--- src/rtl/wb_arbiter_2m.sv ---
`default_nettype none
// ============================================================================
// Module   : wb_arbiter_2m
// Purpose  : Two-master Wishbone arbiter with round-robin grant and bus lock.
// Options  : define WB_ARB_TIMEOUT_EN to abort unanswered strobes with ERR.
// Revision : 1.0  initial release
// ============================================================================
module wb_arbiter_2m #(
    parameter int unsigned TIMEOUT_CYCLES = 16
) (
    input  logic        p_clk,
    input  logic        p_resetn,

    input  logic        p_m0_wb_CYC_I,
    input  logic        p_m0_wb_STB_I,
    input  logic        p_m0_wb_WE_I,
    input  logic        p_m0_wb_LOCK_I,
    input  logic [31:0] p_m0_wb_ADR_I,
    input  logic [31:0] p_m0_wb_DAT_I,
    input  logic [3:0]  p_m0_wb_SEL_I,
    output logic [31:0] p_m0_wb_DAT_O,
    output logic        p_m0_wb_ACK_O,
    output logic        p_m0_wb_ERR_O,
    output logic        p_m0_wb_RTY_O,

    input  logic        p_m1_wb_CYC_I,
    input  logic        p_m1_wb_STB_I,
    input  logic        p_m1_wb_WE_I,
    input  logic        p_m1_wb_LOCK_I,
    input  logic [31:0] p_m1_wb_ADR_I,
    input  logic [31:0] p_m1_wb_DAT_I,
    input  logic [3:0]  p_m1_wb_SEL_I,
    output logic [31:0] p_m1_wb_DAT_O,
    output logic        p_m1_wb_ACK_O,
    output logic        p_m1_wb_ERR_O,
    output logic        p_m1_wb_RTY_O,

    output logic        p_s_wb_CYC_O,
    output logic        p_s_wb_STB_O,
    output logic        p_s_wb_WE_O,
    output logic        p_s_wb_LOCK_O,
    output logic [31:0] p_s_wb_ADR_O,
    output logic [31:0] p_s_wb_DAT_O,
    output logic [3:0]  p_s_wb_SEL_O,
    input  logic [31:0] p_s_wb_DAT_I,
    input  logic        p_s_wb_ACK_I,
    input  logic        p_s_wb_ERR_I,
    input  logic        p_s_wb_RTY_I,

    output logic [1:0]  p_grant
);

    generate
        if (TIMEOUT_CYCLES < 2 || TIMEOUT_CYCLES > 255) begin : g_timeout_range_bad
            $error("wb_arbiter_2m: TIMEOUT_CYCLES must be within 2..255");
        end
    endgenerate

    // State encoding doubles as the one-hot grant vector.
    typedef enum logic [1:0] {
        IDLE = 2'b00,
        GNT0 = 2'b01,
        GNT1 = 2'b10
    } state_t;

    state_t state_q, state_d;
    logic   last_gnt_q, last_gnt_d;

    logic   w_gnt_stb;
    logic   w_s_resp;
    logic   w_to_hit;

    always_ff @(posedge p_clk or negedge p_resetn) begin
        if (!p_resetn) begin
            state_q    <= IDLE;
            last_gnt_q <= 1'b1;
        end else begin
            state_q    <= state_d;
            last_gnt_q <= last_gnt_d;
        end
    end

    always_comb begin
        state_d    = state_q;
        last_gnt_d = last_gnt_q;
        case (state_q)
            IDLE: begin
                if (p_m0_wb_CYC_I && p_m1_wb_CYC_I) begin
                    state_d = last_gnt_q ? GNT0 : GNT1;
                end else if (p_m0_wb_CYC_I) begin
                    state_d = GNT0;
                end else if (p_m1_wb_CYC_I) begin
                    state_d = GNT1;
                end
            end
            GNT0: begin
                if (!(p_m0_wb_CYC_I || p_m0_wb_LOCK_I)) begin
                    state_d = p_m1_wb_CYC_I ? GNT1 : IDLE;
                end
            end
            GNT1: begin
                if (!(p_m1_wb_CYC_I || p_m1_wb_LOCK_I)) begin
                    state_d = p_m0_wb_CYC_I ? GNT0 : IDLE;
                end
            end
            default: state_d = IDLE;
        endcase

        if (state_d == GNT0 && state_q != GNT0) begin
            last_gnt_d = 1'b0;
        end else if (state_d == GNT1 && state_q != GNT1) begin
            last_gnt_d = 1'b1;
        end
    end

    assign p_grant  = state_q;
    assign w_s_resp = p_s_wb_ACK_I | p_s_wb_ERR_I | p_s_wb_RTY_I;

    always_comb begin
        w_gnt_stb = 1'b0;
        case (state_q)
            GNT0:    w_gnt_stb = p_m0_wb_STB_I;
            GNT1:    w_gnt_stb = p_m1_wb_STB_I;
            default: w_gnt_stb = 1'b0;
        endcase
    end

`ifdef WB_ARB_TIMEOUT_EN
    localparam logic [7:0] C_TO_LAST = 8'(TIMEOUT_CYCLES - 1);

    logic [7:0] to_cnt_q, to_cnt_d;

    assign w_to_hit = (state_q != IDLE) && w_gnt_stb && (to_cnt_q == C_TO_LAST);

    always_comb begin
        to_cnt_d = to_cnt_q;
        if (w_to_hit || w_s_resp || (state_d != state_q)) begin
            to_cnt_d = '0;
        end else if (w_gnt_stb) begin
            to_cnt_d = to_cnt_q + 8'd1;
        end
    end

    always_ff @(posedge p_clk or negedge p_resetn) begin
        if (!p_resetn) begin
            to_cnt_q <= '0;
        end else begin
            to_cnt_q <= to_cnt_d;
        end
    end
`else
    assign w_to_hit = 1'b0;
`endif

    // Slave request path follows the current grant; idle drives all zeros.
    always_comb begin
        p_s_wb_CYC_O  = 1'b0;
        p_s_wb_STB_O  = 1'b0;
        p_s_wb_WE_O   = 1'b0;
        p_s_wb_LOCK_O = 1'b0;
        p_s_wb_ADR_O  = '0;
        p_s_wb_DAT_O  = '0;
        p_s_wb_SEL_O  = '0;
        case (state_q)
            GNT0: begin
                p_s_wb_CYC_O  = p_m0_wb_CYC_I;
                p_s_wb_STB_O  = p_m0_wb_STB_I & ~w_to_hit;
                p_s_wb_WE_O   = p_m0_wb_WE_I;
                p_s_wb_LOCK_O = p_m0_wb_LOCK_I;
                p_s_wb_ADR_O  = p_m0_wb_ADR_I;
                p_s_wb_DAT_O  = p_m0_wb_DAT_I;
                p_s_wb_SEL_O  = p_m0_wb_SEL_I;
            end
            GNT1: begin
                p_s_wb_CYC_O  = p_m1_wb_CYC_I;
                p_s_wb_STB_O  = p_m1_wb_STB_I & ~w_to_hit;
                p_s_wb_WE_O   = p_m1_wb_WE_I;
                p_s_wb_LOCK_O = p_m1_wb_LOCK_I;
                p_s_wb_ADR_O  = p_m1_wb_ADR_I;
                p_s_wb_DAT_O  = p_m1_wb_DAT_I;
                p_s_wb_SEL_O  = p_m1_wb_SEL_I;
            end
            default: ;
        endcase
    end

    // Responses reach only the granted master; a timeout replaces them with ERR.
    always_comb begin
        p_m0_wb_DAT_O = '0;
        p_m0_wb_ACK_O = 1'b0;
        p_m0_wb_ERR_O = 1'b0;
        p_m0_wb_RTY_O = 1'b0;
        p_m1_wb_DAT_O = '0;
        p_m1_wb_ACK_O = 1'b0;
        p_m1_wb_ERR_O = 1'b0;
        p_m1_wb_RTY_O = 1'b0;
        case (state_q)
            GNT0: begin
                p_m0_wb_DAT_O = p_s_wb_DAT_I;
                p_m0_wb_ACK_O = p_s_wb_ACK_I & ~w_to_hit;
                p_m0_wb_ERR_O = p_s_wb_ERR_I | w_to_hit;
                p_m0_wb_RTY_O = p_s_wb_RTY_I & ~w_to_hit;
            end
            GNT1: begin
                p_m1_wb_DAT_O = p_s_wb_DAT_I;
                p_m1_wb_ACK_O = p_s_wb_ACK_I & ~w_to_hit;
                p_m1_wb_ERR_O = p_s_wb_ERR_I | w_to_hit;
                p_m1_wb_RTY_O = p_s_wb_RTY_I & ~w_to_hit;
            end
            default: ;
        endcase
    end

endmodule
`default_nettype wire

--- config.mk ---
export PLATFORM = sky130hd
export DESIGN_NAME = wb_arbiter_2m
export DESIGN_NICKNAME = d
export VERILOG_FILES = /design/src/rtl/wb_arbiter_2m.sv
export SDC_FILE = /design/constraint.sdc
export NUM_CORES = 1
export LEC_CHECK = 0
export ABC_CLOCK_PERIOD_IN_PS = 1800
export CORE_AREA = 3 3 125 127
export CTS_CLUSTER_DIAMETER = 100
export DETAILED_ROUTE_END_ITERATION = 6
export DIE_AREA = 0 0 128 130
export SLEW_MARGIN = 30
export SYNTH_ARGS = -nofsm -noshare
export SYNTH_HDL_FRONTEND = slang
export SYNTH_SLANG_ARGS = --single-unit
--- constraint.sdc ---
create_clock -name p_clk -period 1.8 [get_ports p_clk]
set_input_delay 0.36 -clock p_clk [delete_from_list [all_inputs] [get_ports p_clk]]
set_output_delay 0.36 -clock p_clk [all_outputs]
set_load 0.005 [all_outputs]
==> impl_metrics.json <==
{
  "status": "finished with violations",
  "violations": "negative setup slack",
  "grt_max_degree": 34,
  "grt_setup_unrepaired": "yes",
  "cts-root-buf": "clkbuf_16",
  "die_w_um": 128,
  "drtIter0Drc": 190,
  "grt_usage_pct": 15.9,
  "nets": 849,
  "whs_ns": 0.323,
  "area_growth_pct": 282,
  "clk_latency_ns": 0.23,
  "finalHoldViolations": 0,
  "wl_um": 17000,
  "io_pins": 325,
  "crit_arrival_ns": 1.75,
  "min_path_type": "in2async",
  "start_util_pct": 12.6,
  "grt_pass1_vias": 3553,
  "antenna_left": 0,
  "dp_cells": 774,
  "postSynthAreaPerCell_um2": 6.67,
  "core_mm2": 0.0145,
  "netlist_area_mm2": 0.00183,
  "slew_viol_final": 0,
  "setup-violations-final": 140,
  "final_cells": 847,
  "drive_gt1_share_pct": 59.7,
  "end_kind": "primary output",
  "diodes": 0,
  "vias": 3757,
  "min_period_ns": 2.11,
  "skew_ns": 0.00237,
  "critPathKind": "reg2out",
  "n_fill_cell": 1370,
  "dr.pass1.iters": 4,
  "grt_pass1_wl_um": 20700,
  "setup_ws_ns": -0.314,
  "cts_buffers": 3,
  "relSlewSlack_pct": 82.2,
  "synth_warnings": 0,
  "syn_nets": 459,
  "grt.overflow.total": 0,
  "cp-start-kind": "flop",
  "antenna_found_initial": 1,
  "setup-tns-final_ns": -24.57,
  "clockBufferDepth": 2,
  "die_h_um": 130,
  "dp_hpwl_um": 11100,
  "ys_seq_area_share_pct": 4.18,
  "syn_inst": 274,
  "p_per_area_mw_per_mm2": 1440,
  "fin_crit_sh_pct": 117,
  "wl_per_cell_um": 20.1,
  "synth_cell_types": 26,
  "drc": 0,
  "fp-row-count": 44,
  "required_ns": 1.44,
  "gp_congestion": 0.804,
  "cts_htree_levels": 1,
  "drv_cap": 0,
  "io_buffers": 324,
  "worst_pin_slew_ns": 0.267,
  "dieArea_mm2": 0.0166,
  "layout_common_cells": "clkdlybuf4s50_1 (182), buf_6 (71), a22oi_2 (65), and2_4 (55), clkbuf_2 (55)",
  "vias_per_cell": 4.44,
  "clk_pin_slew_ns": 0.03,
  "cts_tree": "built",
  "cts_sinks": 3,
  "leakagePower_nw": 3.03,
  "critPathMaxFanout": 6,
  "ir_worst_vdd_mv": 0.656,
  "clock.fmax_mhz": 473,
  "final_common_cell": "clkdlybuf4s50_1",
  "postSynthRegisterBits": 3
}
[per-stage QoR]
stage	total power, mW	area [µm²]	util, %	setup WS (ns)
after floorplan	2.48	1830	-	0.0553
after global placement	5.82	5460	37.6	-0.348
after detailed placement	5.87	5460	37.6	-0.353
after CTS	7.33	5980	41.1	-0.496
after global routing	10.6	6980	48.0	-0.377
final	10.0	6980	48.0	-0.314
[where the power goes]
| part | internal, mW | switching, mW | total, mW | leakage, nW |
|---|---|---|---|---|
| Sequential | 0.110 | 0.0255 | 0.136 | 0.0358 |
| Combinational | 5.87 | 3.65 | 9.52 | 2.95 |
| Clock | 0.293 | 0.0678 | 0.361 | 0.0382 |
| Total | 6.27 | 3.75 | 10.0 | 3.03 |
[routing by layer]
layer  vias up  GRT usage (%)  wire length, µm
li1       1748              -                -
met1      1790           17.9             6390
met2       202           31.1             9130
met3        17           3.23             1250
met4         0           3.00              224
met5         -              0                0
[layout make-up]
class,count,area [µm²],share of cell area (%)
clock buffer,4,78.8,1.13
tap,184,230,3.30
multi-input combinational,237,2310,33.2
sequential,3,76.3,1.09
inverter,2,7.51,0.108
timing repair buffer,417,4270,61.2
[kinds of logic (layout without fill, tap and decap cells)]
group,after synthesis,in the layout,share of synthesized area (%)
AOI/OAI and AO/OA,83,83,34.4
buffers and inverters,34,423,7.12
DFF,3,3,4.18
adders and majority gates,4,4,2.74
and+or+nand+nor,149,149,51.0
muxes,1,1,0.616
[critical path: stages, from the launching register on]
cell	delay (ns)
dfrtp_1	0.38
buf_6	0.13
ha_4	0.19
buf_12	0.14
buf_8	0.12
buf_16	0.13
buf_6	0.11
a22oi_2	0.13
nor2b_1	0.06
buf_2	0.12
[synth_stat cells]
master,number,area (µm²)
dfstp_2,1,26.3
a31oi_1,1,6.26
a21oi_1,2,10.0
inv_1,2,7.51
a22oi_1,72,541
nand2_1,2,7.51
and3b_1,1,8.76
o21a_1,1,7.51
o21bai_1,1,7.51
clkbuf_1,29,109
nor3b_1,1,7.51
buf_1,1,3.75
dfrtp_1,2,50.1
o21ai_0,1,5.00
o41ai_2,1,16.3
nand4bb_1,1,11.3
nor2b_1,72,450
o211ai_1,2,15.0
mux2_2,1,11.3
ha_1,4,50.1
nor2_1,1,3.75
and2_1,70,438
a21boi_0,1,7.51
a31oi_2,1,12.5
buf_2,2,10.0
nand3_1,1,5.00
[registers in the layout, summed over array words and instances, names as in the netlist]
register,flops
last_gnt_q,1
p_grant,2
[path summary, 6_finish.rpt]
path,from,slack [ns],end,cells past startpoint
hold / removal,p_resetn,0.32,p_grant[0]$_DFF_PN0_,1
min in group p_clk,last_gnt_q$_DFFE_PN1P_,0.47,last_gnt_q$_DFFE_PN1P_,2
setup reg to reg,p_grant[1]$_DFF_PN0_,-0.09,last_gnt_q$_DFFE_PN1P_,10
max in group asynchronous,p_resetn,1.25,last_gnt_q$_DFFE_PN1P_,1
hold reg to reg,last_gnt_q$_DFFE_PN1P_,0.47,last_gnt_q$_DFFE_PN1P_,2
setup / recovery,p_grant[1]$_DFF_PN0_,-0.31,p_s_wb_ADR_O[3],9
[repair_timing]
action	CTS	global route
gates resized for setup	242	472
pin swaps	2	21
buffers inserted	14	42
endpoints found under the setup margin	142	145
hold buffers	0	0
cloned	7	12
Note: power is estimated with default switching activity, not from simulation.
